--- src/rtl/dds_sweep_controller.sv ---
`default_nettype none
// ============================================================================
// Module   : dds_sweep_controller
// Purpose  : Chirp sequencer feeding a DDS: amplitude ramp-up, stepped
//            tuning-word sweep paced by DDS overflow pulses, amplitude ramp-down.
// Revision : 1.0 - initial release
// ============================================================================
module dds_sweep_controller #(
  parameter int TW_WIDTH    = 8,
  parameter int AMP_WIDTH   = 8,
  parameter int DWELL_WIDTH = 8
) (
  input  logic                   Clock,
  input  logic                   Reset,
  input  logic                   Start_i,
  input  logic                   Abort_i,
  input  logic [TW_WIDTH-1:0]    StartWord_i,
  input  logic [TW_WIDTH-1:0]    StopWord_i,
  input  logic [TW_WIDTH-1:0]    StepWord_i,
  input  logic [DWELL_WIDTH-1:0] Dwell_i,
  input  logic [AMP_WIDTH-1:0]   RampStep_i,
  input  logic                   Overflow_i,
  output logic [TW_WIDTH-1:0]    TuningWord_o,
  output logic [AMP_WIDTH-1:0]   Amplitude_o,
  output logic                   Busy_o,
  output logic                   Done_o
);

  typedef enum logic [2:0] {
    IDLE      = 3'd0,
    RAMP_UP   = 3'd1,
    SWEEP     = 3'd2,
    RAMP_DOWN = 3'd3,
    DONE      = 3'd4
  } state_t;

  localparam logic [AMP_WIDTH-1:0]   AMP_FULL  = '1;
  localparam logic [AMP_WIDTH-1:0]   AMP_ZERO  = '0;
  localparam logic [DWELL_WIDTH-1:0] DWELL_ONE = DWELL_WIDTH'(1);
  localparam logic [DWELL_WIDTH:0]   CNT_ONE   = (DWELL_WIDTH+1)'(1);

  state_t                 state_q, state_d;
  logic [TW_WIDTH-1:0]    tw_q, tw_d;
  logic [TW_WIDTH-1:0]    stop_q, stop_d;
  logic [TW_WIDTH-1:0]    step_q, step_d;
  logic                   up_q, up_d;
  logic [AMP_WIDTH-1:0]   amp_q, amp_d;
  logic [AMP_WIDTH-1:0]   ramp_q, ramp_d;
  logic [DWELL_WIDTH-1:0] dwell_q, dwell_d;
  logic [DWELL_WIDTH-1:0] cnt_q, cnt_d;
  logic                   busy_q, busy_d;
  logic                   done_q, done_d;

  logic [AMP_WIDTH:0]     amp_sum;
  logic [AMP_WIDTH-1:0]   amp_inc;
  logic [AMP_WIDTH-1:0]   amp_dec;
  logic [DWELL_WIDTH-1:0] dwell_eff;
  logic [DWELL_WIDTH:0]   cnt_inc;
  logic                   dwell_hit;
  logic [TW_WIDTH:0]      tw_gap;
  logic [TW_WIDTH-1:0]    tw_step;

  // Saturating ramp arithmetic and a clamped step that can never pass the stop word.
  always_comb begin
    amp_sum = {1'b0, amp_q} + {1'b0, ramp_q};
    if (ramp_q == AMP_ZERO || amp_sum[AMP_WIDTH]) begin
      amp_inc = AMP_FULL;
    end else begin
      amp_inc = amp_sum[AMP_WIDTH-1:0];
    end
    if (ramp_q == AMP_ZERO || ramp_q >= amp_q) begin
      amp_dec = AMP_ZERO;
    end else begin
      amp_dec = amp_q - ramp_q;
    end
    dwell_eff = (dwell_q == '0) ? DWELL_ONE : dwell_q;
    cnt_inc   = {1'b0, cnt_q} + CNT_ONE;
    dwell_hit = (cnt_inc >= {1'b0, dwell_eff});
    tw_gap    = up_q ? ({1'b0, stop_q} - {1'b0, tw_q})
                     : ({1'b0, tw_q} - {1'b0, stop_q});
    if ({1'b0, step_q} >= tw_gap) begin
      tw_step = stop_q;
    end else if (up_q) begin
      tw_step = tw_q + step_q;
    end else begin
      tw_step = tw_q - step_q;
    end
  end

  always_comb begin
    state_d = state_q;
    tw_d    = tw_q;
    stop_d  = stop_q;
    step_d  = step_q;
    up_d    = up_q;
    amp_d   = amp_q;
    ramp_d  = ramp_q;
    dwell_d = dwell_q;
    cnt_d   = cnt_q;

    unique case (state_q)
      IDLE: begin
        amp_d = AMP_ZERO;
        if (Start_i) begin
          tw_d    = StartWord_i;
          stop_d  = StopWord_i;
          step_d  = StepWord_i;
          up_d    = (StopWord_i >= StartWord_i);
          ramp_d  = RampStep_i;
          dwell_d = Dwell_i;
          cnt_d   = '0;
          state_d = RAMP_UP;
        end
      end
      RAMP_UP: begin
        if (Abort_i) begin
          state_d = RAMP_DOWN;
        end else begin
          amp_d = amp_inc;
          if (amp_inc == AMP_FULL) begin
            cnt_d   = '0;
            state_d = SWEEP;
          end
        end
      end
      SWEEP: begin
        // Abort takes priority over a dwell completing in the same cycle.
        if (Abort_i) begin
          state_d = RAMP_DOWN;
        end else if (Overflow_i) begin
          if (dwell_hit) begin
            cnt_d = '0;
            if (tw_q == stop_q || step_q == '0) begin
              state_d = RAMP_DOWN;
            end else begin
              tw_d = tw_step;
            end
          end else begin
            cnt_d = cnt_inc[DWELL_WIDTH-1:0];
          end
        end
      end
      RAMP_DOWN: begin
        amp_d = amp_dec;
        if (amp_dec == AMP_ZERO) begin
          state_d = DONE;
        end
      end
      DONE: begin
        amp_d   = AMP_ZERO;
        state_d = IDLE;
      end
      default: begin
        state_d = IDLE;
      end
    endcase

    busy_d = (state_d == RAMP_UP) || (state_d == SWEEP) || (state_d == RAMP_DOWN);
    done_d = (state_d == DONE);
  end

  always_ff @(posedge Clock) begin
    if (Reset) begin
      state_q <= IDLE;
      tw_q    <= '0;
      stop_q  <= '0;
      step_q  <= '0;
      up_q    <= 1'b0;
      amp_q   <= '0;
      ramp_q  <= '0;
      dwell_q <= '0;
      cnt_q   <= '0;
      busy_q  <= 1'b0;
      done_q  <= 1'b0;
    end else begin
      state_q <= state_d;
      tw_q    <= tw_d;
      stop_q  <= stop_d;
      step_q  <= step_d;
      up_q    <= up_d;
      amp_q   <= amp_d;
      ramp_q  <= ramp_d;
      dwell_q <= dwell_d;
      cnt_q   <= cnt_d;
      busy_q  <= busy_d;
      done_q  <= done_d;
    end
  end

  assign TuningWord_o = tw_q;
  assign Amplitude_o  = amp_q;
  assign Busy_o       = busy_q;
  assign Done_o       = done_q;

endmodule
`default_nettype wire
--- config.mk ---
export PLATFORM = sky130hd
export DESIGN_NAME = dds_sweep_controller
export DESIGN_NICKNAME = d
export VERILOG_FILES = /design/src/rtl/dds_sweep_controller.sv
export SDC_FILE = /design/constraint.sdc
export NUM_CORES = 1
export LEC_CHECK = 0
export CORE_ASPECT_RATIO = 0.7
export CORE_MARGIN = 2
export CORE_UTILIZATION = 30
export DETAILED_ROUTE_END_ITERATION = 10
export MAX_ROUTING_LAYER = met4
export SETUP_SLACK_MARGIN = 0.4
export SLEW_MARGIN = 10
export SYNTH_ARGS = -nofsm -noshare
export SYNTH_HDL_FRONTEND = slang
export SYNTH_SLANG_ARGS = --single-unit
--- constraint.sdc ---
create_clock -name Clock -period 6.2 [get_ports Clock]
set_input_delay 1.24 -clock Clock [delete_from_list [all_inputs] [get_ports Clock]]
set_output_delay 1.24 -clock Clock [all_outputs]
set_load 0.005 [all_outputs]
==> results of run 1 <==
==> logic make-up (layout without fill, tap and decap cells) <==
logic type / count (synthesis) / count (layout)
and+or+nand+nor: 225 / 225
xor gates and xnor gates: 34 / 34
buffers and inverters: 83 / 138
adders and majority gates: 70 / 70
muxes: 13 / 13
AOI/OAI and AO/OA: 183 / 183
DFF: 62 / 62
==> power by group through the flow <==
stage,registers [mW],logic [mW],clock network [mW]
floorplan,0.531,1.03,0
global placement,0.564,1.38,0
detailed placement,0.564,1.38,0
CTS,0.556,1.39,0.569
global route,0.570,1.55,0.584
finish,0.557,1.40,0.555
==> worst max-delay path, cell delays in order, from the launching register on <==
cell and delay [ps]:
dfxtp_1 520, inv_1 160, ha_1 350, a21o_1 170, a21oi_1 130, mux2_2 190, a2bb2oi_1 300, o21ai_0 170
xnor2_1 150, ha_1 280, a21oi_1 70, a31oi_1 510, nand2_1 220, a211o_1 310, a221oi_1 250
==> cell usage in the layout (no fill, tap or decap), types with 3 or more instances in the layout <==
master	n
nand2_1	95
a21oi_1	76
ha_1	65
dfxtp_1	62
clkdlybuf4s50_1	61
inv_1	55
nor2_1	45
a211oi_1	20
xnor2_1	18
nand2b_1	18
xor2_1	16
nor3_1	14
mux2i_1	11
a21o_1	10
o21ai_0	10
nor2b_1	10
nand3_1	10
clkbuf_16	9
nand4_1	7
a31oi_1	6
nor4_1	6
a211o_1	5
o21a_1	5
o32ai_1	5
fa_1	5
buf_4	5
o21bai_1	4
or2_2	4
or3_1	4
a221oi_1	4
o21ai_1	4
o2111ai_1	3
o211ai_1	3
nand3b_1	3
a2111o_1	3
o31ai_1	3
==> worst min path at each step <==
stage,slack [ps],from,cells after the start,endpoint
after floorplan,440,dwell_q[1],2,dwell_q[1]
after global placement,440,dwell_q[2],2,dwell_q[2]
after detailed placement,450,dwell_q[3],2,dwell_q[3]
after CTS,460,dwell_q[3],2,dwell_q[3]
after global routing,490,dwell_q[3],2,dwell_q[3]
final,460,dwell_q[3],2,dwell_q[3]
==> per-stage QoR <==
step,hold WS [ps],cell area [um^2]
after floorplan,436,5200
after global placement,443,6020
after detailed placement,453,6020
after CTS,462,6330
after global routing,488,6330
final,459,6330
==> state kept, by name (all words and copies together), names as in the netlist <==
signal / cells
step_q: 8
cnt_q: 8
dwell_q: 8
Done_o: 1
ramp_q: 8
Amplitude_o: 8
TuningWord_o: 8
stop_q: 8
up_q: 1
Busy_o: 1
state_q: 3
==> layer usage <==
metal / GRT usage [%] / vias up
met5: - / -
met4: 4.64 / 0
met3: 4.38 / 15
met2: 23.1 / 167
met1: 27.1 / 2229
li1: - / 2474
==> layout make-up <==
cell class | instances | share of cell area, %
well taps | 231 | 4.56
clock buffers | 12 | 3.89
repair buffers | 67 | 10.3
flip-flops and latches | 62 | 19.6
clock inverters | 4 | 1.11
multi-input cells | 525 | 57.3
inverters | 55 | 3.26
==> impl_metrics.env, run 1 <==
export IMPL_nFillCells=1789
export IMPL_power_switching_share_pct=43.6
export IMPL_synth_seq_area_share_pct=23.9
export IMPL_path_clk_slew_ps=60
export IMPL_synth_edf_count=0
export IMPL_post_route_min_period_ps=3870
export IMPL_fmax_ghz=0.258
export IMPL_grt_setup_unrepaired="false"
export IMPL_p_seq_share_pct=22.1
export IMPL_netlist_top_cells_area="dfxtp_1 (24%), ha_1 (16%), a21oi_1 (7.3%), nand2_1 (6.9%), inv_1 (4.0%)"
export IMPL_hold_viol_final=0
export IMPL_rr_endpoint="TuningWord_o[7]"
export IMPL_cp_start_kind="flop"
export IMPL_vias_per_cell=5.11
export IMPL_antenna_left=0
export IMPL_synth_simple_area_share_pct=20.3
export IMPL_clock_path_buffers=2
export IMPL_switching_power_mw=1.10
export IMPL_remaining_drc_errors=0
export IMPL_synth_compound_area_share_pct=23.6
export IMPL_routed_wl_um=15600
export IMPL_arrival_ps=4120
export IMPL_hp_class="reg2reg"
export IMPL_met3RoutedLength_um=1090
export IMPL_coreArea_mm2=0.0171
export IMPL_cts_tree="built"
export IMPL_cts_resized_gates=0
export IMPL_multiInputGateArea_mm2=0.00363
export IMPL_peakVddDrop_v=0.000152
export IMPL_synth_nets=785
export IMPL_finish_utilization_pct=37.1
export IMPL_end_kind="flop"
export IMPL_clkPwrFrac_pct=22.1
export IMPL_synth_top_family_by_area="compound AO/OA/AOI/OAI gates"
export IMPL_pin_count=63
export IMPL_critPathLaunch="TuningWord_o[1]"
export IMPL_setup_slack_ps=2330
export IMPL_grt_first_pass_wirelength_um=24900
export IMPL_path_max_fanout=6
export IMPL_initial_core_util_pct=30.5
export IMPL_h_tree_depth=3
export IMPL_die_w_um=161
export IMPL_wl_met1_um=8600
export IMPL_seqCellArea_mm2=0.00124
export IMPL_gp_congestion=0.966
export IMPL_dr_pass1_iters=4
export IMPL_synthXorXnorAreaFrac_pct=5.73
export IMPL_setup_viol=0
export IMPL_synth_top_cell_by_area="dfxtp_1"
export IMPL_relSlewSlack_pct=38.7
export IMPL_numCtsBuffers=9
export IMPL_muxShareOfSynthArea_pct=2.55
export IMPL_grt_max_degree=67
export IMPL_final_cells=956
export IMPL_grt_usage_pct=17.9
export IMPL_vias=4885
export IMPL_r2r_slack_ps=2330
export IMPL_postSynthCellCount=670
export IMPL_diodes=0
export IMPL_num_nets_final=835
export IMPL_yosysWarnings=0
export IMPL_yosysTopAreaCellShare_pct=23.9
export IMPL_path_class="reg2reg"
export IMPL_dp_hpwl_um=11900
export IMPL_die_h_um=114
export IMPL_overflow=0
export IMPL_synth_common_cells="nand2_1 (95), a21oi_1 (76), ha_1 (65)"
export IMPL_ctsHoldBuffers=0
export IMPL_drive_gt1_share_pct=4.83
export IMPL_antenna_found_initial=0
export IMPL_layout_worst_path_cycle_share_pct=62.5
export IMPL_placed_cells=940
export IMPL_ys_flop_type="dfxtp_1"
export IMPL_yosysUniqueCellTypes=62
export IMPL_worst_slew_pin_slew_ps=896
export IMPL_fin_total_pwr_mw=2.52
export IMPL_synth_area_per_cell_um2=7.76
export IMPL_insertion_delay_ps=340
export IMPL_status="finished, final reports clean"
export IMPL_rows=40
export IMPL_drv_slew=0
export IMPL_clock_sinks=62
export IMPL_critPathRequiredTime_ps=6450
export IMPL_synth_fa_ha_area_share_pct=17.6
export IMPL_drt_initial_drc_count=393
export IMPL_fp_dieArea_mm2=0.0184
export IMPL_drv_cap=0
export IMPL_route_met2_wl_um=5690
export IMPL_leakagePower_nw=2.57
export IMPL_post_cts_buffers=0
export IMPL_reg2reg_from="TuningWord_o[1]"
export IMPL_synthArstFlopShare_pct=0
export IMPL_wl_per_cell_um=16.3
export IMPL_top_layer="met4"
export IMPL_power_density_mw_per_mm2=397
export IMPL_tns_ps=0
export IMPL_cp_endpoint="TuningWord_o[7]"
export IMPL_port_buffers=62
export IMPL_combPwrFrac_pct=55.8
export IMPL_reg2regPathDepth=14
export IMPL_post_synth_top_count_cell="nand2_1"
export IMPL_cts_root_buf="clkbuf_16"
export IMPL_p_int_mw=1.42
export IMPL_pre_cts_slack_ps=2440
export IMPL_skew_ps=8.68
export IMPL_grt_pass1_vias=4549
export IMPL_ys_seq_elements=62
export IMPL_synth_cell_area_mm2=0.00520
export IMPL_syn_to_final_growth_pct=21.9
Note: power is estimated with default switching activity, not from simulation.
==> inputs of run 2 (changes only) <==
- clock period: 6.2 -> 3.6 ns (I/O delays scaled with it)
==> impl_metrics.env, run 2 (synthesis results as in run 1) <==
export IMPL_p_seq_share_pct=21.3
export IMPL_holdPathStages=2
export IMPL_cp_start_kind="flop"
export IMPL_die_w_um=161
export IMPL_rows=40
export IMPL_crit_family="compound AO/OA/AOI/OAI gates"
export IMPL_remaining_drc_errors=0
export IMPL_clkPwrFrac_pct=19.1
export IMPL_nFillCells=1780
export IMPL_pin_count=63
export IMPL_grt_max_degree=44
export IMPL_numCtsBuffers=9
export IMPL_setup_viol=0
export IMPL_grt_usage_pct=17.8
export IMPL_leakagePower_nw=2.64
export IMPL_overflow=0
export IMPL_cts_tree="built"
export IMPL_grt_setup_unrepaired="true"
export IMPL_crit_chain="inv_2 -> ha_4 -> inv_2 -> fa_2 -> mux2i_4 -> nor2_2 -> a311oi_2 -> xor2_1 -> ha_2 -> o21ai_1 -> nand2b_1 -> a21oi_2 -> a31oi_2 -> buf_4 -> nand3_2 -> a311o_1 -> a21oi_2"
export IMPL_arrival_ps=3430
export IMPL_clock_path_buffers=2
export IMPL_hold_viol_final=0
export IMPL_path_class="reg2reg"
export IMPL_relSlewSlack_pct=42.3
export IMPL_finish_utilization_pct=38.8
export IMPL_combPwrFrac_pct=59.6
export IMPL_cts_root_buf="clkbuf_16"
export IMPL_dp_hpwl_um=12100
export IMPL_h_tree_depth=3
export IMPL_switching_power_mw=2.00
export IMPL_peakVddDrop_v=0.000216
export IMPL_rr_endpoint="TuningWord_o[0]"
export IMPL_grt_first_pass_wirelength_um=24900
export IMPL_port_buffers=62
export IMPL_antenna_found_initial=0
export IMPL_p_int_mw=2.54
export IMPL_worst_slew_pin_slew_ps=866
export IMPL_syn_to_final_growth_pct=27.2
export IMPL_vias=4904
export IMPL_hp_class="reg2reg"
export IMPL_reg2regPathDepth=17
export IMPL_r2r_slack_ps=430
export IMPL_mostFrequentLayoutCells="nand2_1 (94), a21oi_1 (73), clkdlybuf4s50_1 (61)"
export IMPL_drive_gt1_share_pct=11.5
export IMPL_num_nets_final=848
export IMPL_critPathRequiredTime_ps=3860
export IMPL_power_density_mw_per_mm2=687
export IMPL_worstHoldStart="dwell_q[2]"
export IMPL_path_buf_inv=3
export IMPL_layout_commonest_cell="nand2_1"
export IMPL_post_route_min_period_ps=3170
export IMPL_layout_worst_path_cycle_share_pct=88.0
export IMPL_grt_pass1_vias=4540
export IMPL_drv_cap=0
export IMPL_hold_slack_ps=463
export IMPL_insertion_delay_ps=340
export IMPL_diodes=0
export IMPL_drv_slew=0
export IMPL_drt_initial_drc_count=352
export IMPL_reg2reg_from="TuningWord_o[0]"
export IMPL_min_to="dwell_q[2]"
export IMPL_power_switching_share_pct=44.1
export IMPL_die_h_um=114
export IMPL_path_max_fanout=4
export IMPL_cpMaxStageDelayCell="fa_2"
export IMPL_fp_dieArea_mm2=0.0184
export IMPL_routed_wl_um=15800
export IMPL_initial_core_util_pct=30.5
export IMPL_wl_per_cell_um=16.3
export IMPL_fmax_ghz=0.315
export IMPL_clock_sinks=62
export IMPL_skew_ps=9.61
export IMPL_dr_pass1_iters=5
export IMPL_vias_per_cell=5.07
export IMPL_end_kind="flop"
export IMPL_gp_congestion=0.941
export IMPL_cpPeakStageDelay_ps=390
export IMPL_antenna_left=0
export IMPL_ctsHoldBuffers=0
export IMPL_status="finished, final reports clean"
export IMPL_coreArea_mm2=0.0171
export IMPL_path_clk_slew_ps=60
export IMPL_tns_ps=0
-- run 2: cell count changes in the layout (fill, tap and decap cells not counted), sizes merged --
cell      before  now
bufinv         2    1
buf            6   19
clkbuf        12   11
clkinvlp       0    1
-- run 2: power groups by stage --
stage	Combinational, mW	Sequential, mW	Clock [mW]
after global routing	2.98	0.988	0.920
after floorplan	1.78	0.916	0
after detailed placement	2.42	0.976	0
after CTS	2.50	0.964	0.894
final	2.71	0.969	0.869
after global placement	2.44	0.975	0
-- run 2: repair_timing --
action                                  CTS  global route
setup buffers                             1             3
resized for setup                         9            41
endpoints found under the setup margin    8            16
pin swaps                                 3            20
-- run 2: tightest hold or removal path, stage by stage, from the launching register on --
cell and delay, ps:
dfxtp_1 310, nand2_1 50, a21oi_1 50
-- run 2: cell type report --
| cell class | instances | area [um^2] | share of cell area, % |
|---|---|---|---|
| Multi-Input combinational cell | 525 | 3820 | 57.8 |
| Inverter | 55 | 206 | 3.12 |
| Clock inverter | 4 | 47.5 | 0.719 |
| Clock buffer | 11 | 243 | 3.67 |
| Sequential cell | 62 | 1250 | 19.0 |
| Tap cell | 231 | 289 | 4.37 |
| Timing Repair Buffer | 80 | 754 | 11.4 |
-- run 2: worst max path at each step --
stage / from / endpoint / slack, ps / cells after the start
4_1_cts: stop_q[0] / TuningWord_o[7] / 420 / 16
6_report: TuningWord_o[0] / TuningWord_o[0] / 430 / 17
3_5_place_dp: TuningWord_o[1] / TuningWord_o[7] / 150 / 14
3_3_place_gp: TuningWord_o[1] / TuningWord_o[7] / 190 / 14
2_1_floorplan: TuningWord_o[1] / TuningWord_o[7] / 470 / 14
5_1_grt: TuningWord_o[0] / TuningWord_o[3] / 230 / 17
-- run 2: stage by stage --
step / instance area (um^2) / setup WS (ps) / power [mW] / instances
floorplan: 5210 / 472 / 2.70 / 670
global placement: 6100 / 191 / 3.41 / 949
detailed placement: 6100 / 154 / 3.39 / 949
CTS: 6440 / 418 / 4.36 / 965
global route: 6610 / 232 / 4.89 / 968
finish: 6610 / 430 / 4.54 / 968
-- run 2: routing by layer --
layer / GRT usage [%] / wire (um)
met1: 27.5 / 8630
met2: 23.1 / 6100
met3: 3.80 / 930
met4: 3.81 / 161
met5: - / 0
==> inputs of run 3 (changes only) <==
- CORE_MARGIN: 2 -> 3
- CTS_CLUSTER_SIZE: unset -> 30
==> impl_metrics.env, run 3 (synthesis results as in run 1) <==
export IMPL_status="finished, final reports clean"
export IMPL_dp_hpwl_um=12200
export IMPL_worst_slew_pin_slew_ps=940
export IMPL_cpPeakStageDelay_ps=710
export IMPL_coreArea_mm2=0.0166
export IMPL_numCtsBuffers=9
export IMPL_finish_utilization_pct=39.6
export IMPL_relSlewSlack_pct=37.3
export IMPL_post_route_min_period_ps=3180
export IMPL_multiInputGateArea_mm2=0.00379
export IMPL_arrival_ps=3420
export IMPL_die_h_um=116
export IMPL_skew_ps=6.73
export IMPL_crit_family="compound AO/OA/AOI/OAI gates"
export IMPL_seqCellArea_mm2=0.00125
export IMPL_antenna_found_initial=0
export IMPL_hold_viol_final=0
export IMPL_fmax_ghz=0.315
export IMPL_leakagePower_nw=2.65
export IMPL_cp_start_kind="flop"
export IMPL_drv_slew=0
export IMPL_placed_area_mm2=0.00608
export IMPL_initial_core_util_pct=31.2
export IMPL_fin_total_pwr_mw=4.63
export IMPL_end_kind="flop"
export IMPL_nFillCells=1725
export IMPL_fp_dieArea_mm2=0.0190
export IMPL_wl_per_cell_um=16.6
export IMPL_path_clk_slew_ps=60
export IMPL_clock_path_buffers=2
export IMPL_critPathLaunch="up_q"
export IMPL_grt_max_degree=48
export IMPL_clkPwrFrac_pct=20.5
export IMPL_h_tree_depth=3
export IMPL_pre_cts_slack_ps=146
export IMPL_routed_wl_um=15900
export IMPL_cts_tree="built"
export IMPL_grt_setup_unrepaired="true"
export IMPL_remaining_drc_errors=0
export IMPL_setup_slack_ps=422
export IMPL_ctsHoldBuffers=0
export IMPL_tns_ps=0
export IMPL_power_density_mw_per_mm2=702
export IMPL_cpMaxStageDelayCell="dfxtp_1"
export IMPL_p_seq_share_pct=21.0
export IMPL_grt_usage_pct=17.2
export IMPL_diodes=0
export IMPL_dr_pass1_iters=5
export IMPL_drt_initial_drc_count=401
export IMPL_path_buf_inv=0
export IMPL_insertion_delay_ps=330
export IMPL_path_max_fanout=8
export IMPL_port_buffers=62
export IMPL_cts_root_buf="clkbuf_16"
export IMPL_vias=4911
export IMPL_antenna_left=0
export IMPL_die_w_um=163
export IMPL_worstHoldStart="dwell_q[3]"
export IMPL_mostFrequentLayoutCells="nand2_1 (95), a21oi_1 (73), ha_1 (61), clkdlybuf4s50_1 (61), dfxtp_1 (58)"
export IMPL_power_switching_share_pct=43.8
export IMPL_overflow=0
export IMPL_design_area_mm2=0.00659
export IMPL_switching_power_mw=2.03
export IMPL_rows=39
export IMPL_hp_class="reg2reg"
export IMPL_pin_count=63
export IMPL_clock_sinks=62
export IMPL_crit_chain="mux2_2 -> ha_1 -> a21oi_2 -> o21ai_0 -> a2111oi_1 -> nor3_1 -> xnor2_1 -> a211o_1 -> a221oi_2"
export IMPL_path_class="reg2reg"
export IMPL_syn_to_final_growth_pct=26.8
export IMPL_grt_pass1_vias=4529
export IMPL_drv_cap=0
export IMPL_p_int_mw=2.60
export IMPL_gp_congestion=0.933
export IMPL_reg2reg_from="up_q"
export IMPL_drive_gt1_share_pct=10.5
export IMPL_layout_commonest_cell="nand2_1"
export IMPL_grt_first_pass_wirelength_um=24800
export IMPL_vias_per_cell=5.11
export IMPL_setup_viol=0
export IMPL_num_nets_final=846
export IMPL_combPwrFrac_pct=58.5
export IMPL_peakVddDrop_v=0.000247
export IMPL_layout_worst_path_cycle_share_pct=88.3
export IMPL_critPathRequiredTime_ps=3840
[run 3: changes by cell type in the layout (fill, tap and decap cells not counted), moves of 2 or more]
cell / delta
buf_4: -2
ha_4: -2
a2111oi_1: +2
inv_1: +2
inv_2: -3
ha_1: +3
a2111oi_2: -2
[run 3: layer usage]
metal | global-route usage (%) | vias up | share of wire (%)
li1 | - | 2496 | -
met1 | 27.8 | 2244 | 55
met2 | 21.3 | 163 | 36
met3 | 4.22 | 8 | 7.6
met4 | 2.14 | 0 | 0.53
met5 | - | - | 0
[run 3: metrics by stage]
step,hold WS (ps),instances
finish,461,961
detailed placement,452,942
floorplan,436,670
global route,477,961
global placement,446,942
CTS,460,960
[run 3: final timing paths]
path / endpoint / slack, ps / depth (start not counted)
setup reg to reg: TuningWord_o[7] / 420 / 9
hold reg to reg: dwell_q[3] / 460 / 2
setup / recovery: TuningWord_o[7] / 420 / 9
hold / removal: dwell_q[3] / 460 / 2
[run 3: area by class of cell]
type,count,share of cell area [%]
tap,225,4.27
sequential,62,19.0
timing repair buffer,78,11.2
multi-input combinational,525,57.6
clock buffer,12,3.74
inverter,55,3.17
clock inverter,4,1.06
[run 3: worst register-to-register path, stage by stage, from the launching register on]
cell	delay, ps
dfxtp_1	710
mux2_2	470
ha_1	300
a21oi_2	200
o21ai_0	150
a2111oi_1	420
nor3_1	130
xnor2_1	180
a211o_1	320
a221oi_2	200
[run 3: power groups by stage]
stage               combinational, mW  clock, mW  sequential (mW)
global placement                 2.45          0            0.976
CTS                              2.54      0.969            0.965
detailed placement               2.44          0            0.977
floorplan                        1.78          0            0.916
finish                           2.71      0.948            0.970
global route                     2.98      0.991            0.991
[run 3: what timing repair did]
action / CTS / global route
pin swaps: 4 / 16
buffers inserted: 2 / 1
cloned: 0 / 0
setup endpoints to repair: 8 / 16
resized for setup: 11 / 32
